<file path="src/rtl/calc_pkg.sv">
// Shared encodings and constants for the calculator key-entry slice.
package calc_pkg;

  // Operator encodings, identical to the keypad scanner's op_val
  typedef enum logic [1:0] {
    OP_NONE = 2'd0,
    OP_ADD  = 2'd1,
    OP_SUB  = 2'd2,
    OP_MUL  = 2'd3
  } op_e;

  // Entry FSM states; the numeric values are exported on the debug port
  typedef enum logic [2:0] {
    S_A   = 3'd0,
    S_OP  = 3'd1,
    S_B   = 3'd2,
    S_RES = 3'd3,
    S_ERR = 3'd4
  } state_e;

  // Largest magnitude representable with ndig decimal digits (10^ndig - 1)
  function automatic int calc_maxv(input int ndig);
    int v;
    v = 1;
    for (int i = 0; i < ndig; i++) v = v * 10;
    return v - 1;
  endfunction

  localparam int NDIG_DEF  = 4;
  localparam int VAL_W_DEF = 14;
  localparam int MAXV      = calc_maxv(NDIG_DEF);

endpackage

</file>
<file path="src/rtl/calc_alu.sv">
// Combinational calculator ALU: signed A op unsigned B with range check.
module calc_alu
  import calc_pkg::*;
#(
  parameter int VAL_W   = VAL_W_DEF,
  parameter int MAX_VAL = MAXV
) (
  input  logic signed [VAL_W:0]   i_a,
  input  logic        [VAL_W-1:0] i_b,
  input  op_e                     i_op,
  output logic signed [VAL_W:0]   o_result,
  output logic                    o_ovf
);

  // Wide enough that a full product of the operands never wraps
  localparam int W2 = 2 * VAL_W + 2;
  localparam logic [W2-1:0] MAX_W = W2'(MAX_VAL);

  logic signed [W2-1:0] w_a_ext;
  logic signed [W2-1:0] w_b_ext;
  logic signed [W2-1:0] w_wide;
  logic signed [W2-1:0] w_abs;

  assign w_a_ext = {{(W2 - VAL_W - 1){i_a[VAL_W]}}, i_a};
  assign w_b_ext = {{(W2 - VAL_W){1'b0}}, i_b};

  // Select the operation; no operator latched simply passes A through
  always_comb begin
    w_wide = w_a_ext;
    case (i_op)
      OP_ADD:  w_wide = w_a_ext + w_b_ext;
      OP_SUB:  w_wide = w_a_ext - w_b_ext;
      OP_MUL:  w_wide = w_a_ext * w_b_ext;
      default: w_wide = w_a_ext;
    endcase
  end

  // Overflow is judged on magnitude so negative results share the same limit
  always_comb begin
    w_abs    = w_wide[W2-1] ? -w_wide : w_wide;
    o_ovf    = $unsigned(w_abs) > MAX_W;
    o_result = w_wide[VAL_W:0];
  end

endmodule

</file>
<file path="src/rtl/calc_entry_fsm.sv">
// Calculator key-entry FSM: turns decoded key strobes into operands,
// operators and results, and drives the display value and flags.
module calc_entry_fsm
  import calc_pkg::*;
#(
  parameter int NDIG  = NDIG_DEF,
  parameter int VAL_W = VAL_W_DEF
) (
  input  logic             i_clk,
  input  logic             i_rst,
  input  logic             i_btn_press,
  input  logic             i_is_num,
  input  logic             i_is_op,
  input  logic             i_is_eq,
  input  logic [3:0]       i_num_val,
  input  logic [1:0]       i_op_val,
  output logic [VAL_W-1:0] o_disp_mag,
  output logic             o_disp_neg,
  output logic             o_err,
  output logic [2:0]       o_state,
  output logic [1:0]       o_op_pending,
  output logic             o_evt_ack
);

  localparam int MAXV_L = calc_maxv(NDIG);
  localparam int CNT_W  = $clog2(NDIG + 1);
  localparam logic [CNT_W-1:0] CNT_MAX = CNT_W'(NDIG);
  localparam logic [CNT_W-1:0] CNT_ONE = CNT_W'(1);

  state_e                  r_state, w_state_nxt;
  logic signed [VAL_W:0]   r_a, w_a_nxt;
  logic        [VAL_W-1:0] r_b, w_b_nxt;
  op_e                     r_op, w_op_nxt;
  logic        [CNT_W-1:0] r_cnt_a, w_cnt_a_nxt;
  logic        [CNT_W-1:0] r_cnt_b, w_cnt_b_nxt;
  logic                    r_btn_q;
  logic                    r_ack, w_ack_nxt;

  logic                    w_evt;
  logic                    w_key_num, w_key_op, w_key_eq;
  op_e                     w_op_in;
  logic        [VAL_W-1:0] w_digit;
  logic        [VAL_W-1:0] w_a_app;
  logic        [VAL_W-1:0] w_b_app;
  logic signed [VAL_W:0]   w_alu_res;
  logic                    w_alu_ovf;
  logic signed [VAL_W:0]   w_a_abs;

  // A key press is one event on its rising edge; simultaneous key classes
  // resolve as digit over operator over equals
  assign w_evt     = i_btn_press & ~r_btn_q;
  assign w_key_num = i_is_num;
  assign w_key_op  = ~i_is_num & i_is_op;
  assign w_key_eq  = ~i_is_num & ~i_is_op & i_is_eq;
  assign w_op_in   = op_e'(i_op_val);
  assign w_digit   = VAL_W'(i_num_val);

  // A never holds a negative value while digits are being appended to it
  assign w_a_app = r_a[VAL_W-1:0] * VAL_W'(10) + w_digit;
  assign w_b_app = r_b * VAL_W'(10) + w_digit;

  calc_alu #(
    .VAL_W  (VAL_W),
    .MAX_VAL(MAXV_L)
  ) u_alu (
    .i_a     (r_a),
    .i_b     (r_b),
    .i_op    (r_op),
    .o_result(w_alu_res),
    .o_ovf   (w_alu_ovf)
  );

  // State register and operand storage, cleared asynchronously
  always_ff @(posedge i_clk or negedge i_rst) begin
    if (!i_rst) begin
      r_state <= S_A;
      r_a     <= '0;
      r_b     <= '0;
      r_op    <= OP_NONE;
      r_cnt_a <= '0;
      r_cnt_b <= '0;
      r_btn_q <= 1'b0;
      r_ack   <= 1'b0;
    end else begin
      r_state <= w_state_nxt;
      r_a     <= w_a_nxt;
      r_b     <= w_b_nxt;
      r_op    <= w_op_nxt;
      r_cnt_a <= w_cnt_a_nxt;
      r_cnt_b <= w_cnt_b_nxt;
      r_btn_q <= i_btn_press;
      r_ack   <= w_ack_nxt;
    end
  end

  // Next-state logic: only an event cycle can change anything, and only
  // keys that actually do something raise the acknowledge
  always_comb begin
    w_state_nxt = r_state;
    w_a_nxt     = r_a;
    w_b_nxt     = r_b;
    w_op_nxt    = r_op;
    w_cnt_a_nxt = r_cnt_a;
    w_cnt_b_nxt = r_cnt_b;
    w_ack_nxt   = 1'b0;
    if (w_evt) begin
      case (r_state)
        S_A: begin
          if (w_key_num) begin
            if (r_cnt_a < CNT_MAX) begin
              w_a_nxt     = signed'({1'b0, w_a_app});
              w_cnt_a_nxt = r_cnt_a + CNT_ONE;
              w_ack_nxt   = 1'b1;
            end
          end else if (w_key_op) begin
            w_op_nxt    = w_op_in;
            w_state_nxt = S_OP;
            w_ack_nxt   = 1'b1;
          end
        end
        S_OP: begin
          if (w_key_num) begin
            w_b_nxt     = w_digit;
            w_cnt_b_nxt = CNT_ONE;
            w_state_nxt = S_B;
            w_ack_nxt   = 1'b1;
          end else if (w_key_op) begin
            w_op_nxt  = w_op_in;
            w_ack_nxt = 1'b1;
          end
        end
        S_B: begin
          if (w_key_num) begin
            if (r_cnt_b < CNT_MAX) begin
              w_b_nxt     = w_b_app;
              w_cnt_b_nxt = r_cnt_b + CNT_ONE;
              w_ack_nxt   = 1'b1;
            end
          end else if (w_key_op || w_key_eq) begin
            w_ack_nxt   = 1'b1;
            w_b_nxt     = '0;
            w_cnt_b_nxt = '0;
            if (w_alu_ovf) begin
              w_a_nxt     = '0;
              w_op_nxt    = OP_NONE;
              w_cnt_a_nxt = '0;
              w_state_nxt = S_ERR;
            end else begin
              w_a_nxt = w_alu_res;
              if (w_key_op) begin
                w_op_nxt    = w_op_in;
                w_state_nxt = S_OP;
              end else begin
                w_state_nxt = S_RES;
              end
            end
          end
        end
        S_RES: begin
          if (w_key_num) begin
            w_a_nxt     = signed'({1'b0, w_digit});
            w_cnt_a_nxt = CNT_ONE;
            w_b_nxt     = '0;
            w_cnt_b_nxt = '0;
            w_op_nxt    = OP_NONE;
            w_state_nxt = S_A;
            w_ack_nxt   = 1'b1;
          end else if (w_key_op) begin
            w_op_nxt    = w_op_in;
            w_b_nxt     = '0;
            w_cnt_b_nxt = '0;
            w_state_nxt = S_OP;
            w_ack_nxt   = 1'b1;
          end
        end
        S_ERR: begin
          if (w_key_num || w_key_op || w_key_eq) begin
            w_a_nxt     = w_key_num ? signed'({1'b0, w_digit}) : '0;
            w_cnt_a_nxt = w_key_num ? CNT_ONE : '0;
            w_b_nxt     = '0;
            w_cnt_b_nxt = '0;
            w_op_nxt    = OP_NONE;
            w_state_nxt = S_A;
            w_ack_nxt   = 1'b1;
          end
        end
        default: begin
          w_state_nxt = S_A;
        end
      endcase
    end
  end

  // Display mapping: the operand being typed, or the accumulated value
  always_comb begin
    w_a_abs      = r_a[VAL_W] ? -r_a : r_a;
    o_disp_mag   = '0;
    o_disp_neg   = 1'b0;
    o_err        = 1'b0;
    o_op_pending = OP_NONE;
    case (r_state)
      S_A, S_RES: begin
        o_disp_mag = w_a_abs[VAL_W-1:0];
        o_disp_neg = r_a[VAL_W];
      end
      S_OP: begin
        o_disp_mag   = w_a_abs[VAL_W-1:0];
        o_disp_neg   = r_a[VAL_W];
        o_op_pending = r_op;
      end
      S_B: begin
        o_disp_mag   = r_b;
        o_op_pending = r_op;
      end
      S_ERR: begin
        o_err = 1'b1;
      end
      default: begin
        o_err = 1'b0;
      end
    endcase
  end

  assign o_state   = r_state;
  assign o_evt_ack = r_ack;

endmodule
</file>
<file path="config.mk">
export PLATFORM = sky130hd
export DESIGN_NAME = calc_entry_fsm
export DESIGN_NICKNAME = d
export VERILOG_FILES = /design/src/rtl/calc_pkg.sv /design/src/rtl/calc_alu.sv /design/src/rtl/calc_entry_fsm.sv
export SDC_FILE = /design/constraint.sdc
export NUM_CORES = 1
export LEC_CHECK = 0
export CORE_MARGIN = 4
export CORE_UTILIZATION = 50
export CTS_CLUSTER_SIZE = 24
export DETAILED_ROUTE_END_ITERATION = 10
export PLACE_DENSITY_LB_ADDON = 0.3
export SLEW_MARGIN = 5
export SYNTH_ARGS = -nofsm -noshare
export SYNTH_HDL_FRONTEND = slang
export SYNTH_SLANG_ARGS = --single-unit
</file>
<file path="constraint.sdc">
create_clock -name i_clk -period 14.7 [get_ports i_clk]
set_input_delay 2.205 -clock i_clk [delete_from_list [all_inputs] [get_ports i_clk]]
set_output_delay 2.205 -clock i_clk [all_outputs]
set_load 0.1 [all_outputs]
</file>
==> reports/metrics.cfg <==
[global_route]
gr-total-overflow = 0
grt_usage_pct = 28.23
grt_max_degree = 43
grt_pass1_vias = 13930
grt_pass1_wl_um = 77750
antenna_found_initial = 0

[clock_network]
clk_latency_ps = 300
cts-buffers-inserted = 5
clock_path_buffers = 2
clk_pin_slew_worst_paths_ps = 70
post_cts.repair.setup_buffers = 0
clock-sinks = 42
cts_root_buffer = clkbuf_16
cts_resized = 0
cts-hold-fix-buffers = 0
htreeDepth = 2
cts_tree = built

[drt]
route.detailed.drc = 0
routed_wl_um = 47950
top_layer = met4
wl_met1_um = 21420
viasPerCell = 6.042
vias = 14080
dr.pass1.iters = 6
wl_met3_um = 4001
routedWlPerCell_um = 20.57
wl_met2_um = 21460
drt_iter0_drc = 1254
postRouteAntennaNets = 0

[finish]
area_growth_pct = 4.158
final_nets = 2301
n_antenna_cell = 0
final_common_cell = inv_1
fin_area_mm2 = 0.01655
fillers = 3014
finish.utilization_pct = 52.59
final_cell_mix = inv_1 (315), fa_1 (212), nand2_1 (184)
layout-drive-gt1-share_pct = 3.992

[die]
ioPinCount = 34
core_area_mm2 = 0.03147
die_area_mm2 = 0.03470
placementRows = 65
die_h_um = 186.3
die_w_um = 186.3
initial_core_util_pct = 50.49

[worst_setup_path]
r2r-start = r_a[7]
cp_max_fo = 23
rrSetupSlack_ps = 4160
arrival_ps = 10750
startpoint = r_a[7]
critPathKind = flop to flop
worstSetupEndpoint = r_a[2]
r2r-end = r_a[2]
end_kind = flop
critical_path_required_ps = 14910
cp-start-kind = flop
r2r_cells = 26

[timing]
final.setup.tns_ps = 0
rsz0062_at_grt = false
final-setup-viol-count = 0
worst_pin_slew_ps = 1258
max_freq_mhz = 94.87
min_period_over_period_pct = 71.70
fin_skew_ps = 7.518
hold_viol_final = 0
drv_slew = 0
post-route-min-period_ps = 10540
relSlewSlack_pct = 15.81

[synthesis]
ys_types = 102
synth.area.top_cells = fa_1 (27%), ha_1 (12%), inv_1 (7.4%)
syn_nets = 2351
syn_inst = 1978
muxShareOfSynthArea_pct = 1.110
synth-edff-count = 0
synth-compound-area-share_pct = 18.07
synth_top_family_by_area = adder cells
synthFlopType = dfrtp_1
synth_top_area_share_pct = 26.71
synth_fa_ha_area_share_pct = 38.44
synth_simple_gate_area_share_pct = 21.06
synthXorXnorAreaFrac_pct = 4.465
ys_seq_area_share_pct = 6.614
yosys_warnings = 0
ys_ff_latch = 42
async_flop_share_pct = 100.0
synth_top_cell_by_area = fa_1
syn_avg_cell_area_um2 = 8.033
synth_area_mm2 = 0.01589

[run]
cap_violations = 0

[worst_hold_path]
min-delay-start = r_cnt_b[1]
hold_path.class = flop to flop

[outcome]
outcome = complete, no violations

[placed_design]
placed_area_mm2 = 0.01638
hpwl_um = 38570
numPortBuffers = 33
gp_congestion = 0.9679

==> Yosys cell counts, types with 16 or more instances <==
cell      instances
dfrtp_1          42
o31ai_1          21
xnor2_1          45
inv_1           315
a21oi_1          87
fa_1            212
nand3_1          36
nor3_1           29
nand2_1         184
ha_1            149
nand4_1          24
o21ai_0          63
a221oi_1         17
nor2b_1          16
xor2_1           36
and2_1          101
clkbuf_1         86
nor2_1          145
a21o_1           17
o22ai_1          21
nand2b_1         20
a211oi_1         26
o21bai_1         17
==> worst max-delay path, cell delays in order (launching register included) <==
cell,delay (ps)
dfrtp_1,1070
ha_1,380
inv_1,130
fa_1,510
fa_1,510
inv_1,50
fa_1,480
fa_1,520
fa_1,550
inv_1,60
fa_1,540
inv_1,70
ha_1,460
nand3_1,150
a211oi_1,850
or2_2,260
o21ai_0,170
o21ai_1,300
xor2_1,190
a21boi_1,790
o221ai_1,250
nor4b_1,390
o2111ai_1,200
or4_4,480
nor3_4,560
a221oi_1,220
a311oi_1,270
==> worst min path at each step <==
stage                  to  cells after the start
2_1_floorplan  r_cnt_b[1]                      2
3_3_place_gp   r_cnt_b[1]                      2
3_5_place_dp   r_cnt_b[1]                      2
4_1_cts        r_cnt_b[1]                      2
5_1_grt        r_cnt_b[1]                      2
6_report       r_cnt_b[1]                      2
==> layer usage <==
layer	up-vias	global-route usage, %
met5	-	0
met3	69	4.979
met2	570	44.14
li1	6504	-
met4	0	6.296
met1	6940	41.22
==> sequential cells by signal, indices dropped and copies added, names as in the netlist <==
signal and cells:
o_evt_ack 1, o_state 3, r_a 15, r_b 14, r_btn_q 1, r_cnt_a 3, r_cnt_b 3, r_op 2
==> per-stage QoR <==
stage                     setup slack, ps  hold slack (ps)  instances
after floorplan                      6158            453.8       1978
after global routing                 3369            516.8       2331
final                                4159            490.1       2331
after detailed placement             4407            480.4       2323
after global placement               4603            465.9       2323
after CTS                            4265            494.4       2331
==> area by class of cell <==
type / count / area [um2] / share of cell area, %
Multi-Input combinational cell: 1516 / 13220 / 79.87
Inverter: 318 / 1194 / 7.212
Sequential cell: 42 / 1051 / 6.350
Tap cell: 402 / 503.0 / 3.039
Timing Repair Buffer: 45 / 415.4 / 2.510
Clock buffer: 5 / 125.1 / 0.7560
Clock inverter: 3 / 43.79 / 0.2646
==> cells by family after synthesis <==
family	after synthesis
compound gates	407
fa+ha+maj	361
buf+inv	420
flops	42
xor+xnor	81
mux	15
simple gates	652
Power is left out: the tool's default activity adds up to more than one toggle a clock period on the data nets, which glitch-free logic cannot reach.
